--- config.mk ---
export PLATFORM = sky130hd
export DESIGN_NAME = key_event_decoder_flat
export DESIGN_NICKNAME = d
export VERILOG_FILES = /design/src/rtl/key_pkg.sv /design/src/rtl/key_event_decoder_if.sv /design/src/rtl/sync_fifo.sv /design/src/rtl/key_event_decoder.sv /design/src/flat_wrapper.sv
export SDC_FILE = /design/constraint.sdc
export NUM_CORES = 1
export LEC_CHECK = 0
export CAP_MARGIN = 5
export CORE_ASPECT_RATIO = 2
export CORE_MARGIN = 5
export CORE_UTILIZATION = 40
export CTS_CLUSTER_DIAMETER = 40
export DETAILED_ROUTE_END_ITERATION = 12
export GPL_ROUTABILITY_DRIVEN = 1
export PLACE_DENSITY_LB_ADDON = 0.12
export SYNTH_ARGS = -nofsm -noshare
export SYNTH_HDL_FRONTEND = slang
export SYNTH_HIERARCHICAL = 1
export SYNTH_SLANG_ARGS = --single-unit
--- constraint.sdc ---
create_clock -name clk -period 7.35 [get_ports clk]
set_input_delay 1.47 -clock clk [delete_from_list [all_inputs] [get_ports clk]]
set_output_delay 1.47 -clock clk [all_outputs]
set_load 0.005 [all_outputs]
--- src/rtl/key_pkg.sv ---
// Scan-code constants, the key event layout and the set-2 to ASCII translation
// shared by the keyboard event decoder.
package key_pkg;

    localparam logic [7:0] SC_LSHIFT = 8'h12;
    localparam logic [7:0] SC_RSHIFT = 8'h59;
    localparam logic [7:0] SC_CAPS   = 8'h58;
    localparam logic [7:0] SC_UP     = 8'h75;
    localparam logic [7:0] SC_DOWN   = 8'h72;
    localparam logic [7:0] SC_LEFT   = 8'h6B;
    localparam logic [7:0] SC_RIGHT  = 8'h74;
    localparam logic [7:0] SC_SPACE  = 8'h29;
    localparam logic [7:0] SC_ENTER  = 8'h5A;
    localparam logic [7:0] SC_BKSP   = 8'h66;

    typedef struct packed {
        logic       brk;
        logic       ext;
        logic [7:0] code;
    } key_event_t;

    // Returns {hit, char}; hit is 0 for codes that produce no character.
    function automatic logic [8:0] scan_to_ascii(input logic [7:0] code,
                                                 input logic       shift,
                                                 input logic       caps);
        logic [7:0] ch;
        logic [7:0] sym;
        logic       hit;
        ch  = 8'h00;
        sym = 8'h00;
        hit = 1'b1;
        case (code)
            8'h1C: ch = "a";   8'h32: ch = "b";   8'h21: ch = "c";
            8'h23: ch = "d";   8'h24: ch = "e";   8'h2B: ch = "f";
            8'h34: ch = "g";   8'h33: ch = "h";   8'h43: ch = "i";
            8'h3B: ch = "j";   8'h42: ch = "k";   8'h4B: ch = "l";
            8'h3A: ch = "m";   8'h31: ch = "n";   8'h44: ch = "o";
            8'h4D: ch = "p";   8'h15: ch = "q";   8'h2D: ch = "r";
            8'h1B: ch = "s";   8'h2C: ch = "t";   8'h3C: ch = "u";
            8'h2A: ch = "v";   8'h1D: ch = "w";   8'h22: ch = "x";
            8'h35: ch = "y";   8'h1A: ch = "z";
            8'h45: begin ch = "0"; sym = ")"; end
            8'h16: begin ch = "1"; sym = "!"; end
            8'h1E: begin ch = "2"; sym = "@"; end
            8'h26: begin ch = "3"; sym = "#"; end
            8'h25: begin ch = "4"; sym = "$"; end
            8'h2E: begin ch = "5"; sym = "%"; end
            8'h36: begin ch = "6"; sym = "^"; end
            8'h3D: begin ch = "7"; sym = "&"; end
            8'h3E: begin ch = "8"; sym = "*"; end
            8'h46: begin ch = "9"; sym = "("; end
            SC_SPACE: ch = 8'h20;
            SC_ENTER: ch = 8'h0D;
            SC_BKSP:  ch = 8'h08;
            default:  hit = 1'b0;
        endcase
        // Caps Lock only affects letters; Shift selects the digit-row symbols.
        if (ch >= "a" && ch <= "z") begin
            if (shift ^ caps) ch = ch - 8'h20;
        end else if (sym != 8'h00 && shift) begin
            ch = sym;
        end
        return {hit, ch};
    endfunction

endpackage

--- src/rtl/key_event_decoder_if.sv ---
// Event input and character output handshake of the keyboard event decoder.
interface key_event_decoder_if;
    logic       key_valid;
    logic [9:0] key_value;
    logic       ascii_valid;
    logic [7:0] ascii_data;
    logic       ascii_ready;

    modport master (output key_valid, output key_value, output ascii_ready,
                    input  ascii_valid, input  ascii_data);
    modport slave  (input  key_valid, input  key_value, input  ascii_ready,
                    output ascii_valid, output ascii_data);
endinterface

--- src/rtl/sync_fifo.sv ---
// First-word-fall-through FIFO; a push into a full FIFO lands only when a pop
// frees the head in the same cycle.
module sync_fifo #(
    parameter int DATA_W = 8,
    parameter int DEPTH  = 4
) (
    input  logic              clk,
    input  logic              rst,
    input  logic              push_i,
    input  logic [DATA_W-1:0] data_i,
    input  logic              pop_i,
    output logic [DATA_W-1:0] data_o,
    output logic              full_o,
    output logic              empty_o
);
    localparam int AW = $clog2(DEPTH);

    logic [AW:0]       wr_q, wr_d;
    logic [AW:0]       rd_q, rd_d;
    logic [DATA_W-1:0] mem_q [DEPTH];
    logic              wr_en;
    logic              rd_en;

    assign empty_o = (wr_q == rd_q);
    assign full_o  = (wr_q[AW] != rd_q[AW]) && (wr_q[AW-1:0] == rd_q[AW-1:0]);
    assign data_o  = mem_q[rd_q[AW-1:0]];

    assign wr_en = push_i && (!full_o || pop_i);
    assign rd_en = pop_i && !empty_o;

    always_comb begin
        wr_d = wr_q;
        rd_d = rd_q;
        if (wr_en) wr_d = wr_q + 1'b1;
        if (rd_en) rd_d = rd_q + 1'b1;
    end

    always_ff @(posedge clk or posedge rst) begin
        if (rst) begin
            wr_q <= '0;
            rd_q <= '0;
            for (int i = 0; i < DEPTH; i++) mem_q[i] <= '0;
        end else begin
            wr_q <= wr_d;
            rd_q <= rd_d;
            if (wr_en) mem_q[wr_q[AW-1:0]] <= data_i;
        end
    end

endmodule

--- src/rtl/key_event_decoder.sv ---
// Turns PS/2 make/break events into ASCII characters, tracking Shift, Caps Lock
// and arrow-key state, and queues characters for a valid/ready consumer.
module key_event_decoder
    import key_pkg::*;
#(
    parameter int DEPTH = 4
) (
    input  logic                  clk,
    input  logic                  rst,
    key_event_decoder_if.slave    bus,
    output logic                  shift_held,
    output logic                  caps_lock,
    output logic [3:0]            arrow_held,
    output logic                  overflow
);
    key_event_t ev;
    logic       lshift_q, lshift_d;
    logic       rshift_q, rshift_d;
    logic       caps_lock_q, caps_lock_d;
    logic       caps_down_q, caps_down_d;
    logic [3:0] arrow_q, arrow_d;
    logic       overflow_q, overflow_d;
    logic [8:0] xlat;
    logic       push;
    logic       pop;
    logic       full;
    logic       empty;
    logic [7:0] head;

    assign ev = key_event_t'(bus.key_value);

    // Translation sees the modifier state as it was before this event.
    assign xlat = scan_to_ascii(ev.code, lshift_q | rshift_q, caps_lock_q);
    assign push = bus.key_valid && !ev.ext && !ev.brk && xlat[8];
    assign pop  = bus.ascii_ready && !empty;

    always_comb begin
        lshift_d    = lshift_q;
        rshift_d    = rshift_q;
        caps_lock_d = caps_lock_q;
        caps_down_d = caps_down_q;
        arrow_d     = arrow_q;
        overflow_d  = overflow_q | (push && full && !pop);
        if (bus.key_valid) begin
            if (!ev.ext) begin
                if (ev.code == SC_LSHIFT) lshift_d = !ev.brk;
                if (ev.code == SC_RSHIFT) rshift_d = !ev.brk;
                if (ev.code == SC_CAPS) begin
                    if (ev.brk) begin
                        caps_down_d = 1'b0;
                    end else if (!caps_down_q) begin
                        caps_lock_d = !caps_lock_q;
                        caps_down_d = 1'b1;
                    end
                end
            end else begin
                if (ev.code == SC_UP)    arrow_d[3] = !ev.brk;
                if (ev.code == SC_DOWN)  arrow_d[2] = !ev.brk;
                if (ev.code == SC_LEFT)  arrow_d[1] = !ev.brk;
                if (ev.code == SC_RIGHT) arrow_d[0] = !ev.brk;
            end
        end
    end

    always_ff @(posedge clk or posedge rst) begin
        if (rst) begin
            lshift_q    <= 1'b0;
            rshift_q    <= 1'b0;
            caps_lock_q <= 1'b0;
            caps_down_q <= 1'b0;
            arrow_q     <= 4'b0000;
            overflow_q  <= 1'b0;
        end else begin
            lshift_q    <= lshift_d;
            rshift_q    <= rshift_d;
            caps_lock_q <= caps_lock_d;
            caps_down_q <= caps_down_d;
            arrow_q     <= arrow_d;
            overflow_q  <= overflow_d;
        end
    end

    sync_fifo #(
        .DATA_W (8),
        .DEPTH  (DEPTH)
    ) u_fifo (
        .clk     (clk),
        .rst     (rst),
        .push_i  (push),
        .data_i  (xlat[7:0]),
        .pop_i   (pop),
        .data_o  (head),
        .full_o  (full),
        .empty_o (empty)
    );

    assign bus.ascii_valid = !empty;
    assign bus.ascii_data  = head;
    assign shift_held      = lshift_q | rshift_q;
    assign caps_lock       = caps_lock_q;
    assign arrow_held      = arrow_q;
    assign overflow        = overflow_q;

endmodule

--- src/flat_wrapper.sv ---
// flat-port wrapper written by rule: the top's interface ports become plain ports
module key_event_decoder_flat import key_pkg::*;
#(
    parameter int DEPTH = 4
)
  (clk, rst, shift_held, caps_lock, arrow_held, overflow, bus_key_valid, bus_key_value, bus_ascii_ready, bus_ascii_valid, bus_ascii_data);
  key_event_decoder_if bus_i ();
  input  logic clk;
  input  logic rst;
  output logic shift_held;
  output logic caps_lock;
  output logic [3:0] arrow_held;
  output logic overflow;
  input wire logic [$bits(bus_i.key_valid)-1:0] bus_key_valid;
  input wire logic [$bits(bus_i.key_value)-1:0] bus_key_value;
  input wire logic [$bits(bus_i.ascii_ready)-1:0] bus_ascii_ready;
  output wire logic [$bits(bus_i.ascii_valid)-1:0] bus_ascii_valid;
  output wire logic [$bits(bus_i.ascii_data)-1:0] bus_ascii_data;
  assign bus_i.key_valid = bus_key_valid;
  assign bus_i.key_value = bus_key_value;
  assign bus_i.ascii_ready = bus_ascii_ready;
  assign bus_ascii_valid = bus_i.ascii_valid;
  assign bus_ascii_data = bus_i.ascii_data;
  key_event_decoder #(.DEPTH(DEPTH)) u_core (.clk(clk), .rst(rst), .bus(bus_i), .shift_held(shift_held), .caps_lock(caps_lock), .arrow_held(arrow_held), .overflow(overflow));
endmodule
* After elaboration in Yosys (flattened, before gate mapping)
Cells that the tools add are included.
** Storage, ports and cells
- Bits in registers :: 47
- Output and inout port bits :: 16
- Memory bits (read-only) :: 0
- Memories :: 0
- Input bits :: 14
- RAM bits :: 0
- Bits in latches :: 0
** Operators by class
- Add/sub/neg operators :: 3
- Reductions and logical operators :: 29
- Shift-type cells :: 0
- Divide/modulo/power cells :: 0
- Mux-type cells :: 13
- Bitwise gates (word level) :: 8
- Eq/ne operators :: 49
- Multipliers :: 0
- Order comparisons :: 5
** Operator list (number)
- $pmux W7 S39 :: 1
- $eq A8 B6 Y1 const B :: 23
- $eq A8 B7 Y1 const B :: 15
- $pmux W7 S10 :: 1
- $eq A8 B5 Y1 const B :: 8
- $mux W8 :: 5
- $reduce_or A39 Y1 :: 1
- $bwmux W32 :: 1
- $reduce_and A3 Y1 :: 7
- $bmux W8 S2 :: 1
- $demux W8 S2 :: 1
- $logic_and A1 B1 Y1 :: 12
- $reduce_bool A8 Y1 :: 1
- $sub A7 B6 Y8 const B :: 1
- $ge A7 B7 Y1 const B :: 1
- $le A7 B7 Y1 const B :: 1
- $mux W7 :: 1
- $add A3 B1 Y3 const B :: 2
- $ge A3 B3 Y1 const B :: 2
- $logic_not A1 Y1 :: 6
- $not A2 Y3 :: 2
- $reduce_and A5 Y1 :: 1
- $eq A3 B3 Y1 :: 1
- $lt A3 B1 Y1 const B :: 1
- 7 further kinds :: 11

* Logic depth before layout (Yosys ltp)
Gate-level depths: netlist (run 1).
- Depth after elaboration :: 7
- Mapped depth :: 12
- Mapped depth without buffers :: 10

* Cells and area by module
The synthesis (run 1) kept the hierarchy.
** Modules (own cells, without submodules)
- sync_fifo :: times used 1, area an instance 1905.6 µm², cells an instance 112
- key_event_decoder :: times used 1, area an instance 1531.5 µm², cells an instance 222

* Worst setup path before layout (run 1)
Ideal clock, no wire load.
- Path type :: input to register
- From :: input port bus_key_value[4]
- To :: register u_core/u_fifo/mem_q[14] in the netlist's numbering
- Data required time :: 7225 ps
- Arrival time :: 3632 ps
- Stages :: 10
- Setup slack :: 3593 ps
- Cell sequence :: buf_6 -> or3b_1 -> a2111oi_2 -> a31o_2 -> and4b_4 -> and3b_1 -> ha_1 -> nand2_1 -> mux2_2 -> mux2_2
** Between the ends
- Longest elaborated chain between the ends :: 7
** RTL lines
- start, declared :: RTL line flat_wrapper.sv:15 : input wire logic [$bits(bus_i.key_value)-1:0] bus_key_value;
- branches (longest 5 deep; another with $sub A7 B6 Y8)
- $mux W8 (*) :: RTL line key_pkg.sv:58 : if (ch >= "a" && ch <= "z") begin
- via u_core.xlat[6] :: RTL line key_event_decoder.sv:23 : logic [8:0] xlat;
- $bwmux W32 (*) :: RTL line sync_fifo.sv:46 : if (wr_en) mem_q[wr_q[AW-1:0]] <= data_i;
- end signal, assigned by index :: RTL line sync_fifo.sv:46
- end, declared :: RTL line sync_fifo.sv:20 : logic [DATA_W-1:0] mem_q [DEPTH];
Mark *: on every way through the listed nets, which the timed path passes.
A chain may end at the register's enable or synchronous reset.

* Final worst setup path (run 1)
- From :: input port bus_key_value[4]
- To :: register u_core/u_fifo/mem_q[6] in the netlist's numbering
** RTL lines
- $eq A8 B5 Y1 (tied with other cells) :: RTL line key_pkg.sv:32 : case (code)
- $reduce_or A39 Y1 (no source line) (*)
- $mux W1 (*) :: RTL line key_pkg.sv:32
- $logic_and A1 B1 Y1 (*) :: RTL line key_event_decoder.sv:34 : assign push = bus.key_valid && !ev.ext && !ev.brk && xlat[8];
- via u_core.push :: RTL line key_event_decoder.sv:24 : logic push;
- $logic_and A1 B1 Y1 (*) :: RTL line sync_fifo.sv:28 : assign wr_en = push_i && (!full_o || pop_i);
The timed path passes the listed nets; every way through them passes the cells marked *.

==> results of run 1 <==
[tightest hold or removal path: stages (launching register included)]
cell and delay [ns]:
dfrtp_1 0.35, nand2_1 0.05, o21ai_0 0.06
[worst paths after layout]
path / start / endpoint / slack, ns / cells past startpoint
min in group asynchronous: rst / u_core/arrow_held[1] / 1.46 / 2
worst min register to register: u_core/arrow_held[1] / u_core/arrow_held[1] / 0.49 / 2
worst max register to register: u_core/u_fifo/rd_q[1] / u_core/u_fifo/mem_q[6] / 4.18 / 5
worst min-delay path: u_core/arrow_held[1] / u_core/arrow_held[1] / 0.49 / 2
worst max-delay path: bus_key_value[4] / u_core/u_fifo/mem_q[6] / 2.66 / 11
max in group asynchronous: rst / u_core/u_fifo/mem_q[20] / 5.38 / 3
[metal layers]
metal	track usage (%)	vias up
met5	0	-
met2	33.1	79
met1	18.8	1340
met3	2.28	27
met4	9.31	0
li1	-	1298
[final cells by class]
class	count	area, sq um
clock inverters	3	15.0
inverters	14	52.6
repair buffers	36	343
multi-input cells	249	2090
clock buffers	5	125
flip-flops and latches	47	1180
fillers	830	4600
well taps	100	125
[state kept, by name, indices dropped and copies added, names as in the netlist]
name,cells
u_core/u_fifo/rd_q,3
u_core/u_fifo/mem_q,32
u_core/arrow_held,4
u_core/caps_lock,1
u_core/u_fifo/wr_q,3
u_core/overflow,1
u_core/caps_down_q,1
u_core/rshift_q,1
u_core/lshift_q,1
[placed cells by master (no fill, tap or decap), drive strengths merged, types with 2 or more instances in the layout]
cell type and count:
dfrtp 47, mux2 36, clkdlybuf4s50 29, nor2 19
nand2 17, a21oi 16, o21ai 14, inv 14
nor3 12, nor2b 10, nand3 9, xnor2 9
mux4 8, nand2b 7, buf 7, ha 6
o41ai 6, clkbuf 5, o31ai 5, and2 5
nor4b 5, nand4 4, nor4 4, o211ai 4
mux2i 4, xor2 4, clkinv 3, and3b 3
nor3b 3, o2111ai 3, o21a 3, and3 2
and4 2, a32oi 2, o221ai 2, o311ai 2
o22a 2, a21boi 2, and4b 2
[cell families (layout without fill, tap and decap cells)]
family / Yosys count / in the layout / synth area share (%)
buffers and inverters: 38 / 58 / 4.84
muxes: 48 / 48 / 19.1
AOI/OAI and AO/OA: 69 / 69 / 16.3
and+or+nand+nor: 113 / 113 / 19.3
adders and majority gates: 6 / 6 / 2.18
xor gates and xnor gates: 13 / 13 / 4.08
DFF: 47 / 47 / 34.2
[metrics by stage]
stage | area, sq um | setup WS [ns]
floorplan | 3440 | 3.59
global placement | 3790 | 2.43
detailed placement | 3790 | 2.40
CTS | 3930 | 2.70
global route | 3930 | 2.43
finish | 3930 | 2.66
[power groups by stage]
| stage | sequential, mW | combinational, mW | clock (mW) |
|---|---|---|---|
| 3_5_place_dp | 0.340 | 0.253 | 0 |
| 5_1_grt | 0.340 | 0.277 | 0.237 |
| 3_3_place_gp | 0.339 | 0.251 | 0 |
| 2_1_floorplan | 0.305 | 0.218 | 0 |
| 6_report | 0.335 | 0.252 | 0.217 |
| 4_1_cts | 0.335 | 0.255 | 0.228 |
==> metrics, run 1 <==
Mapped Area 0.00344 sq mm; Routed WL per cell 19.9 microns; core outline area between 0.008 and 0.009 sq mm; startpoint types input pin; cell-internal power between 0.5 and 0.6 mW; max capacitance violation total 0; sequential area share after synthesis around 34%; die height ~140 microns; number of global-route vias before repair 2821; Net Sw Power a little under 0.3 mW; DIE AREA ~0.011 sq mm; Synth Instances between 300 and 400; Tot Pwr around 0.80 mW; run status complete, no violations; via count ~2700; syn avg cell area approximately 10 sq um; Yosys cell types 64; Clock Skew about 0.0083 ns; ANT nets after route 0; share of post-route cells with drive strength above 1 18.6%; Setup Fix Bufs, Post-CTS 0; Clock Power Share 26.9%; CTS tree done; Comb pwr share between 30% and 40%; post-layout util a little under half; worst slew pin tran about 1.0 ns; Hold Fails Final Rpt 0; Final period util between 60% and 70%; final wirelength 9010 microns; slew margin rel. 31.5%; initial core utilization 40.3%; Area Overhead vs Synth 14.4%; Layout Cells excl Fill roughly 450; Clock Latency Late Sink roughly 0.29 ns; most common library cells after synthesis dfrtp_1 (47), mux2_2 (36), nor2_1 (19); Setup crit end kind flip-flop; WP data arrival roughly 4.9 ns; antenna diode count 0; Top delay family on crit path simple AND/OR/NAND/NOR gates; largest net degree at the start of global routing 39; Met3 Routed Length between 200 and 300 microns; number of port buffers 29; Max Fanout on Critical Path 17; setup violators final 0; unrepaired setup endpoints after global routing false; wire length on met1 3120 microns; most numerous cell in the Yosys netlist dfrtp_1; clk buf depth 2; row count 48; EDFF count, synth 0; vias per inst 6.04; Root Driver clkbuf_16; GRT Total Usage 18.0%; chip width 75.5 microns; HPWL Detailed 6910 microns; CP max-delay cell clkdlybuf4s50_1; final max-slew violation count 0; maximum vdd drop between 0.15 and 0.2 mV; Clk pin slew, worst setup/hold paths approximately 0.070 ns; Layout Nets ~370; Setup CP Type input pin to flip-flop; Synth Warn # 6; Initial DRC Count just under 300; post-CTS sizing 0; top-area cell type share of the netlist area 34.2%; Seq pwr share 41.7%; drt first pass iters 4; most frequent CP cell nor4b_2; Buf/Inv on CP 2; H-tree lvl count 2; antenna violations before repair 0; uppermost layer routed met4; CTS buffer count 5; met2 wire len ~5200 microns; leading area contributor after synthesis dfrtp_1; Setup TNS 0 ns; pwr/cell area just over 200 mW/mm^2; DRC 0; top_reg_cell synth dfrtp_1; gr ovfl total 0; Critical Path Max Stage Delay roughly 0.67 ns; CP Cell Sequence clkdlybuf4s50_1, buf_4, nor4b_2, nand2_1, a311oi_1, nor4b_2, and4b_1, nor2_1, and2_1, o41ai_4, mux2_2; dpl cells roughly 450; fmax between 200 and 250 MHz; Ports 30; async set-reset flop share out of synthesis 100%; TritonCTS Sinks 47; hold buffer count at cts 0; Tmin final ~4.7 ns; final RePlAce weighted congestion just under 0.9; final hold slack roughly 0.49 ns; global-route wire length before repair ~15000 microns; synthesized net count 354; Pleak 1.65 nW; Seq cells post-synth 47; switching share of power a little over a third; CP required ~7.5 ns; Hold WC Path Type flip-flop to flip-flop; top post-synthesis cells by area dfrtp_1 (34%), mux2_2 (12%), mux4_1 (6.1%), o41ai_4 (3.2%), a21oi_1 (2.3%)
(Power assumes the default switching activity.)
==> run 2: changes to the inputs <==
clock period = 4.1 ns   (was 7.35 ns; I/O delays follow)
==> metrics, run 2 (same netlist as run 1, synthesis figures left out) <==
run status complete, no violations; antenna diode count 0 (unchanged); WP data arrival 3.73 ns (-1.13 ns); Initial DRC Count 268 (-8.5%); Clk pin slew, worst setup/hold paths 0.06 ns (about the same); Clock Latency Late Sink 0.28 ns (about the same); largest net degree at the start of global routing 39 (unchanged); antenna violations before repair 0 (unchanged); Largest register FFs 32 (unchanged); commonest cells after routing, fill and taps aside dfrtp_1 (47), mux2_2 (36), clkdlybuf4s50_1 (29); Setup WS post-layout 0.541 ns (-2.12 ns); H-tree lvl count 2 (unchanged); initial core utilization 40.3% (unchanged); ANT nets after route 0 (unchanged); DIE AREA 0.0107 sq mm (unchanged); Post-Layout Inst Area 0.00411 sq mm (+4.4%); Pleak 1.76 nW (+6.6%); CTS buffer count 5 (unchanged); Routed WL per cell 20.2 microns (+1.5%); Largest Register u_core/u_fifo/mem_q; max capacitance violation total 0 (unchanged); Setup CP Type input pin to flip-flop; worst slew pin tran 0.973 ns (-0.0523 ns); share of post-route cells with drive strength above 1 23.0% (+4.4 points); number of global-route vias before repair 2988 (+5.9%); GRT Total Usage 19.7% (+1.7 points); Setup Fix Bufs, Post-CTS 0 (unchanged); final wirelength 9550 microns (+6.0%); final max-slew violation count 0 (unchanged); Setup TNS 0 ns (unchanged); chip width 75.5 microns (unchanged); pre-CTS WS 0.232 ns (-2.17 ns); unrepaired setup endpoints after global routing false; Clock Skew 0.00243 ns (-0.00589 ns); CTS tree done; final hold slack 0.476 ns (-0.0172 ns); Hold Fails Final Rpt 0 (unchanged); Setup crit end kind flip-flop; die height 141 microns (unchanged); Hold WC Path Type flip-flop to flip-flop; final RePlAce weighted congestion 0.920 (+4.9%); Area Overhead vs Synth 19.4%; TritonCTS Sinks 47 (unchanged); pwr/cell area 358 mW/mm^2 (+75%); maximum vdd drop 0.262 mV (+58%); slew margin rel. 34.7% (+3.2 points); gr ovfl total 0 (unchanged); clk buf depth 2 (unchanged); hold buffer count at cts 0 (unchanged); global-route wire length before repair 15700 microns (+8.1%); Ports 30 (unchanged); most common cell after layout, fill and taps aside dfrtp_1; drt first pass iters 4 (unchanged); via count 2788 (+1.6%); row count 48 (unchanged); post-CTS sizing 0 (unchanged); setup violators final 0 (unchanged); Root Driver clkbuf_16; core outline area 0.00853 sq mm (unchanged); Layout Nets 394 (+5.6%); Final period util ~87%; number of port buffers 29 (unchanged); Max Fanout on Critical Path 9 (-8); number of fill cells 804 (-3.1%); HPWL Detailed 7420 microns (+7.5%); fmax ~280 MHz; startpoint types input pin; DP Area 0.00396 sq mm (+4.5%); CP required 4.27 ns (-3.25 ns); Tmin final roughly 3.6 ns; vias per inst 5.88 (-2.7%); DRC 0 (unchanged)
==> run 2: changes by cell type in the layout (fill, tap and decap cells not counted), sizes merged <==
cell and delta:
buf +21, clkinv -2, clkbuf +1
==> run 2: worst max-delay path, cell delays in order <==
cell	delay, ns
clkdlybuf4s50_1	0.53
or3b_1	0.41
a2111oi_2	0.40
a31o_2	0.20
and4b_4	0.21
and4b_1	0.20
nor2_1	0.20
and2_1	0.21
o41ai_4	0.19
mux2_2	0.34
==> run 2: through the flow <==
step / power [mW] / cells / util, %
after floorplan: 0.938 / 334 / -
after global placement: 1.08 / 467 / 46.4
after detailed placement: 1.08 / 467 / 46.4
after CTS: 1.49 / 474 / 48.1
after global routing: 1.57 / 474 / 48.1
final: 1.47 / 474 / 48.1
==> run 2: path summary, 6_finish.rpt <==
| path | to | slack, ns | depth (start not counted) | from |
|---|---|---|---|---|
| max | u_core/u_fifo/mem_q[7] | 0.54 | 10 | bus_key_value[5] |
| min | u_core/overflow | 0.48 | 2 | u_core/overflow |
| max reg2reg | u_core/u_fifo/mem_q[7] | 1.06 | 6 | u_core/u_fifo/rd_q[1] |
| min reg2reg | u_core/overflow | 0.48 | 2 | u_core/overflow |
| max in group asynchronous | u_core/u_fifo/mem_q[4] | 2.79 | 3 | rst |
| min in group asynchronous | u_core/arrow_held[2] | 0.83 | 2 | rst |
==> run 2: layout make-up <==
class / count / area (sq um) / area share [%]
clock inverters: 1 / 5.00 / 0.122
repair buffers: 57 / 513 / 12.5
multi-input cells: 249 / 2090 / 51.0
flip-flops and latches: 47 / 1180 / 28.6
inverters: 14 / 52.6 / 1.28
well taps: 100 / 125 / 3.05
clock buffers: 6 / 139 / 3.38
==> run 2: power by group <==
part           switching (mW)  total, mW  leakage, nW  internal [mW]
Combinational           0.264      0.469         1.06          0.205
Clock                   0.162      0.400       0.0727          0.238
Sequential             0.0956      0.601        0.630          0.506
Total                   0.521       1.47         1.76          0.949
==> run 2: layer usage <==
| layer | vias to the layer above | share of wire (%) | GRT usage (%) | wire (microns) |
|---|---|---|---|---|
| met5 | - | 0 | 0 | 0 |
| met4 | 0 | 4.8 | 11.0 | 459 |
| met3 | 30 | 2.8 | 2.64 | 268 |
| met2 | 74 | 57 | 35.3 | 5460 |
| met1 | 1355 | 35 | 21.0 | 3360 |
| li1 | 1329 | - | - | - |
